## src/rtl/contrast_if.sv

```systemverilog
// Pixel stream bundle for the contrast stage: gain/offset request, input and output beat channels.
interface contrast_if #(
  parameter int unsigned DATA_W   = 8,
  parameter int unsigned CHANNELS = 3,
  parameter int unsigned GAIN_W   = 10
);
  logic [GAIN_W-1:0]          gain_in;
  logic signed [DATA_W:0]     offset_in;
  logic                       s_valid;
  logic                       s_ready;
  logic                       s_sof;
  logic [CHANNELS*DATA_W-1:0] s_data;
  logic                       m_valid;
  logic                       m_ready;
  logic                       m_sof;
  logic [CHANNELS*DATA_W-1:0] m_data;

  // Upstream source and downstream sink seen as one agent.
  modport master (
    output gain_in, offset_in, s_valid, s_sof, s_data, m_ready,
    input  s_ready, m_valid, m_sof, m_data
  );

  // The contrast stage itself.
  modport slave (
    input  gain_in, offset_in, s_valid, s_sof, s_data, m_ready,
    output s_ready, m_valid, m_sof, m_data
  );
endinterface

```

## src/rtl/contrast_pipe.sv

```systemverilog
// Two-stage contrast/brightness pipeline: y = clamp(round((x - MID) * gain) + MID + offset).
// Gain/offset are latched on start-of-frame beats so a frame never sees a mid-frame change.
module contrast_pipe #(
  parameter int unsigned DATA_W    = 8,
  parameter int unsigned CHANNELS  = 3,
  parameter int unsigned GAIN_W    = 10,
  parameter int unsigned GAIN_FRAC = 7
) (
  input logic       clk,
  input logic       rst,
  contrast_if.slave bus
);
  localparam int unsigned PW = DATA_W + GAIN_W + 2;
  localparam logic [GAIN_W-1:0]      UnityGain = GAIN_W'(1 << GAIN_FRAC);
  localparam logic signed [DATA_W:0] MidD      = (DATA_W + 1)'(2 ** (DATA_W - 1));
  localparam logic signed [PW-1:0]   RoundC    = PW'(2 ** (GAIN_FRAC - 1));
  localparam logic signed [PW:0]     MidY      = (PW + 1)'(2 ** (DATA_W - 1));
  localparam logic signed [PW:0]     MaxY      = (PW + 1)'(2 ** DATA_W - 1);

  logic                   en1, en2;
  logic                   sof_beat;
  logic [GAIN_W-1:0]      gain_sel;
  logic signed [DATA_W:0] off_sel;

  logic [GAIN_W-1:0]      gain_q;
  logic signed [DATA_W:0] offset_q;
  logic                   v1_q, v2_q;
  logic                   sof1_q;
  logic signed [DATA_W:0] off1_q;
  logic signed [PW-1:0]   p_q [CHANNELS];
  logic signed [PW-1:0]   p_d [CHANNELS];
  logic [CHANNELS*DATA_W-1:0] m_data_q, m_data_d;
  logic                   m_sof_q;

  logic signed [DATA_W:0] d_s   [CHANNELS];
  logic signed [PW-1:0]   g_ext;
  logic signed [PW-1:0]   sum_s [CHANNELS];
  logic signed [PW-1:0]   q_s   [CHANNELS];
  logic signed [PW:0]     y_s   [CHANNELS];

  assign en2 = !v2_q | bus.m_ready;
  assign en1 = !v1_q | en2;

  assign bus.s_ready = en1;
  assign bus.m_valid = v2_q;
  assign bus.m_data  = m_data_q;
  assign bus.m_sof   = m_sof_q;

  // An sof beat uses the freshly requested gain/offset rather than the latched ones.
  assign sof_beat = bus.s_valid & bus.s_sof;
  assign gain_sel = sof_beat ? bus.gain_in : gain_q;
  assign off_sel  = sof_beat ? bus.offset_in : offset_q;
  assign g_ext    = PW'($signed({1'b0, gain_sel}));

  // Stage 1 datapath: centre each channel on MID and scale by gain.
  always_comb begin
    for (int c = 0; c < CHANNELS; c++) begin
      d_s[c] = $signed({1'b0, bus.s_data[c*DATA_W +: DATA_W]}) - MidD;
      p_d[c] = PW'(d_s[c]) * g_ext;
    end
  end

  // Stage 2 datapath: round half up, re-centre, add offset and clamp each channel independently.
  always_comb begin
    m_data_d = '0;
    for (int c = 0; c < CHANNELS; c++) begin
      sum_s[c] = p_q[c] + RoundC;
      q_s[c]   = sum_s[c] >>> GAIN_FRAC;
      y_s[c]   = (PW + 1)'(q_s[c]) + MidY + (PW + 1)'(off1_q);
      if (y_s[c] < 0) begin
        m_data_d[c*DATA_W +: DATA_W] = '0;
      end else if (y_s[c] > MaxY) begin
        m_data_d[c*DATA_W +: DATA_W] = '1;
      end else begin
        m_data_d[c*DATA_W +: DATA_W] = y_s[c][DATA_W-1:0];
      end
    end
  end

  // Pipeline registers, frame-latched parameters and the valid/ready chain.
  always_ff @(posedge clk) begin
    if (rst) begin
      gain_q   <= UnityGain;
      offset_q <= '0;
      v1_q     <= 1'b0;
      v2_q     <= 1'b0;
      sof1_q   <= 1'b0;
      off1_q   <= '0;
      m_data_q <= '0;
      m_sof_q  <= 1'b0;
      for (int c = 0; c < CHANNELS; c++) begin
        p_q[c] <= '0;
      end
    end else begin
      if (en1 && sof_beat) begin
        gain_q   <= bus.gain_in;
        offset_q <= bus.offset_in;
      end
      if (en1) begin
        v1_q   <= bus.s_valid;
        sof1_q <= bus.s_sof;
        off1_q <= off_sel;
        p_q    <= p_d;
      end
      if (en2) begin
        v2_q     <= v1_q;
        m_data_q <= m_data_d;
        m_sof_q  <= sof1_q;
      end
    end
  end
endmodule
```

## src/flat_wrapper.sv

```systemverilog
// flat-port wrapper written by rule: the top's interface ports become plain ports
module contrast_pipe_flat 
#(
  parameter int unsigned DATA_W    = 8,
  parameter int unsigned CHANNELS  = 3,
  parameter int unsigned GAIN_W    = 10,
  parameter int unsigned GAIN_FRAC = 7
)
  (clk, rst, bus_gain_in, bus_offset_in, bus_s_valid, bus_s_sof, bus_s_data, bus_m_ready, bus_s_ready, bus_m_valid, bus_m_sof, bus_m_data);
  contrast_if #(.DATA_W(DATA_W), .CHANNELS(CHANNELS), .GAIN_W(GAIN_W)) bus_i ();
  input logic clk;
  input logic rst;
  input wire logic [$bits(bus_i.gain_in)-1:0] bus_gain_in;
  input wire logic [$bits(bus_i.offset_in)-1:0] bus_offset_in;
  input wire logic [$bits(bus_i.s_valid)-1:0] bus_s_valid;
  input wire logic [$bits(bus_i.s_sof)-1:0] bus_s_sof;
  input wire logic [$bits(bus_i.s_data)-1:0] bus_s_data;
  input wire logic [$bits(bus_i.m_ready)-1:0] bus_m_ready;
  output wire logic [$bits(bus_i.s_ready)-1:0] bus_s_ready;
  output wire logic [$bits(bus_i.m_valid)-1:0] bus_m_valid;
  output wire logic [$bits(bus_i.m_sof)-1:0] bus_m_sof;
  output wire logic [$bits(bus_i.m_data)-1:0] bus_m_data;
  assign bus_i.gain_in = bus_gain_in;
  assign bus_i.offset_in = bus_offset_in;
  assign bus_i.s_valid = bus_s_valid;
  assign bus_i.s_sof = bus_s_sof;
  assign bus_i.s_data = bus_s_data;
  assign bus_i.m_ready = bus_m_ready;
  assign bus_s_ready = bus_i.s_ready;
  assign bus_m_valid = bus_i.m_valid;
  assign bus_m_sof = bus_i.m_sof;
  assign bus_m_data = bus_i.m_data;
  contrast_pipe #(.DATA_W(DATA_W), .CHANNELS(CHANNELS), .GAIN_W(GAIN_W), .GAIN_FRAC(GAIN_FRAC)) u_core (.clk(clk), .rst(rst), .bus(bus_i));
endmodule
```

## config.mk

```make
export PLATFORM = sky130hd
export DESIGN_NAME = contrast_pipe_flat
export DESIGN_NICKNAME = d
export VERILOG_FILES = /design/src/rtl/contrast_if.sv /design/src/rtl/contrast_pipe.sv /design/src/flat_wrapper.sv
export SDC_FILE = /design/constraint.sdc
export NUM_CORES = 1
export LEC_CHECK = 0
export ABC_AREA = 1
export CORE_MARGIN = 4
export CORE_UTILIZATION = 25
export DETAILED_ROUTE_END_ITERATION = 16
export PLACE_DENSITY_LB_ADDON = 0.1
export SLEW_MARGIN = 20
export SYNTH_ARGS = -nofsm -noshare
export SYNTH_HDL_FRONTEND = slang
export SYNTH_SLANG_ARGS = --single-unit
```

## constraint.sdc

```tcl
create_clock -name clk -period 14.25 [get_ports clk]
set_input_delay 1.425 -clock clk [delete_from_list [all_inputs] [get_ports clk]]
set_output_delay 1.425 -clock clk [all_outputs]
set_load 0.03 [all_outputs]
```

==> results.yml <==
logic_synthesis:
  synth_cells: 2202
  ys_types: 49
  synthTopCellsByArea: "fa_1, ha_1, dfxtp_1"
  yosysTopAreaCellShare_pct: 21.7
  synth.cell_area_um2: 16000
  synthTopCellsByCount: "nand2_1, inv_1, ha_1, nor2_1, fa_1"
  yosysMostFrequentCell: "nand2_1"
  syn_nets: 2661
  seq_area_frac_synth_pct: 12.2
  synth_seq_cells: 98
  synthArstFlopShare_pct: 0
  yosys_warnings: 0
  synth-edff-count: 0
  yosysTopAreaCell: "fa_1"
  avgSynthCellArea_um2: 7.28
  synth_ff_type: "dfxtp_1"
clock_network:
  post_cts_resized: 0
  cts.path.max_buffers: 2
  cts_buffers: 9
  clock-sinks: 98
  ctsHoldBuffers: 0
  h-tree-depth: 3
  cts-root-buf: "clkbuf_16"
  cts_tree: "built"
  clk_pin_slew_ps: 80
  clk_latency_ps: 380
  post_cts_buffers: 0
worst_setup_path:
  crit_type: "in -> reg"
  crit_arrival_ps: 7810
  cp_data_required_time_ps: 14580
  crit_path_max_fanout: 28
  cp-start-kind: "input pin"
  rrSetupSlack_ps: 8340
  critPathSlowestCell: "o21ai_2"
  end_kind: "register"
  slowest_delay_ps: 730
  crit_top_cell: "fa_1"
  worstPathCellList: "clkdlybuf4s50_1, nand2_4, o21ai_2, inv_4, nand2_1, fa_1, fa_1, inv_1, fa_1, fa_1, inv_1, fa_1, inv_1, ha_1, nand2_1, o21ai_0, a21oi_1, o21bai_1, nand3_1, nand2_1, a21oi_1, o21ai_0, nand2_1, inv_1"
drt:
  wl_um: 49500
  wl_per_cell_um: 16.0
  first_iter_violations: 637
  ant_nets: 0
  num_vias: 13627
  routed_via_density: 4.41
  drc: 0
  dr.pass1.iters: 5
layout:
  area_growth_pct: 12.1
  nNetsFinal: 2701
  drive_gt1_share_pct: 2.94
  insertedDiodeCount: 0
  fillCellCount: 7055
  postLayoutCellArea_um2: 18000
sta:
  tightest_slew_ps: 929
  finalCriticalPeriod_ps: 7480
  period_share_pct: 52.5
  rsz0062_at_grt: "false"
  max_slew_margin_pct: 38.0
  skew_ps: 10.9
  finalSetupViolations: 0
  hold_viol_final: 0
  finalSetupTns_ps: 0
  max_freq_ghz: 0.134
  drv_slew: 0
power_and_ir_drop:
  clock_power_share_pct: 8.5
  ir_drop_mv: 0.0740
  seq_power_share_pct: 13.5
  power.density_nw_per_um2: 164
  p_int_mw: 1.33
  p_sw_mw: 1.61
  swShare_pct: 54.9
  power.share.combinational_pct: 78.0
  leakage_nw: 9.55
grt:
  antenna_found_initial: 0
  grt_max_degree: 80
  grtUsageTotal_pct: 14.9
  grt_pass1_wl_um: 80300
  grt_pass1_vias: 14099
  globalRoute.totalOverflow: 0
placed_design:
  hpwl_um: 41600
  io_buffers: 74
  postPlaceCellArea_um2: 17700
  gp_congestion: 0.859
floorplanning:
  rows: 92
  die_h_um: 261
  die_w_um: 261
  start_util_pct: 25.3
  core_area_um2: 63300
  boundaryPins: 75
  die_area_um2: 68200
worst_hold_path:
  hp-class: "reg -> reg"
job:
  maxCapViolCount: 0
run_status:
  status: "complete, no violations"
## path summary, 6_finish.rpt
check | from | end | depth (start not counted)
min | u_core.bus.m_data[16] | u_core.bus.m_data[16] | 2
max reg2reg | u_core.gain_q[3] | u_core.p_q[19] | 25
min reg2reg | u_core.bus.m_data[16] | u_core.bus.m_data[16] | 2
max | bus_s_sof | u_core.p_q[19] | 24
## layout make-up
class	count	area (um2)	share of cell area (%)
Clock inverter	7	67.6	0.376
Sequential cell	98	1960	10.9
Inverter	441	1660	9.23
Timing Repair Buffer	88	841	4.68
Multi-Input combinational cell	1604	12200	67.7
Tap cell	846	1060	5.89
Clock buffer	9	225	1.25
## flip-flops by register name (all words and copies together), names as in the netlist, 9 cells and up
register,cells
u_core.off1_q,9
u_core.bus.m_data,24
u_core.p_q,42
u_core.offset_q,9
u_core.gain_q,10
## power groups by stage
stage          registers (mW)  clock network (mW)  logic (mW)
2_1_floorplan           0.419                   0        1.64
3_3_place_gp            0.402                   0        2.32
3_5_place_dp            0.403                   0        2.31
4_1_cts                 0.397               0.261        2.34
5_1_grt                 0.406               0.271        2.67
6_report                0.396               0.250        2.29
## cells in the final DEF (no fill, tap or decap), drive strengths merged, types with 18 or more instances in the layout
cell type        n
ha             237
a21oi          142
dfxtp           98
nand3           87
nor3            18
inv            443
nand2          455
clkdlybuf4s50   73
fa             174
o21ai           86
xor2            58
xnor2           20
nor2           235
nand4           37
## cell families after synthesis
family / count (synthesis) / share of synthesized area, %
AOI/OAI and AO/OA: 278 / 9.69
xor gates and xnor gates: 78 / 4.31
adders and majority gates: 411 / 40.2
buffers and inverters: 500 / 11.9
DFF: 98 / 12.2
and+or+nand+nor: 837 / 21.6
## per-stage QoR
stage / setup slack (ps) / hold slack [ps] / util, % / cells / power, mW
6_report: 6770 / 461 / 28.4 / 3093 / 2.94
5_1_grt: 6330 / 482 / 28.4 / 3093 / 3.35
4_1_cts: 6740 / 465 / 28.4 / 3093 / 3.00
3_5_place_dp: 6350 / 454 / 27.9 / 3077 / 2.71
3_3_place_gp: 6430 / 451 / 27.9 / 3077 / 2.72
2_1_floorplan: 7850 / 440 / - / 2202 / 2.05
## layer usage
layer / vias up / GRT usage (%) / wire [um] / share of wire [%]
li1: 6978 / - / - / -
met3: 37 / 0.822 / 1090 / 2.2
met1: 6455 / 21.4 / 24900 / 50
met2: 157 / 25.0 / 22800 / 46
met5: - / 0 / 0 / 0
met4: 0 / 2.94 / 659 / 1.3
## worst max-delay path, delay by kind of cell
kind | cells | cell delay (ps)
buf+inv | 6 | 990
compound gates | 6 | 1730
simple gates | 6 | 700
fa+ha+maj | 6 | 2920
Note: power is estimated with default switching activity, not from simulation.
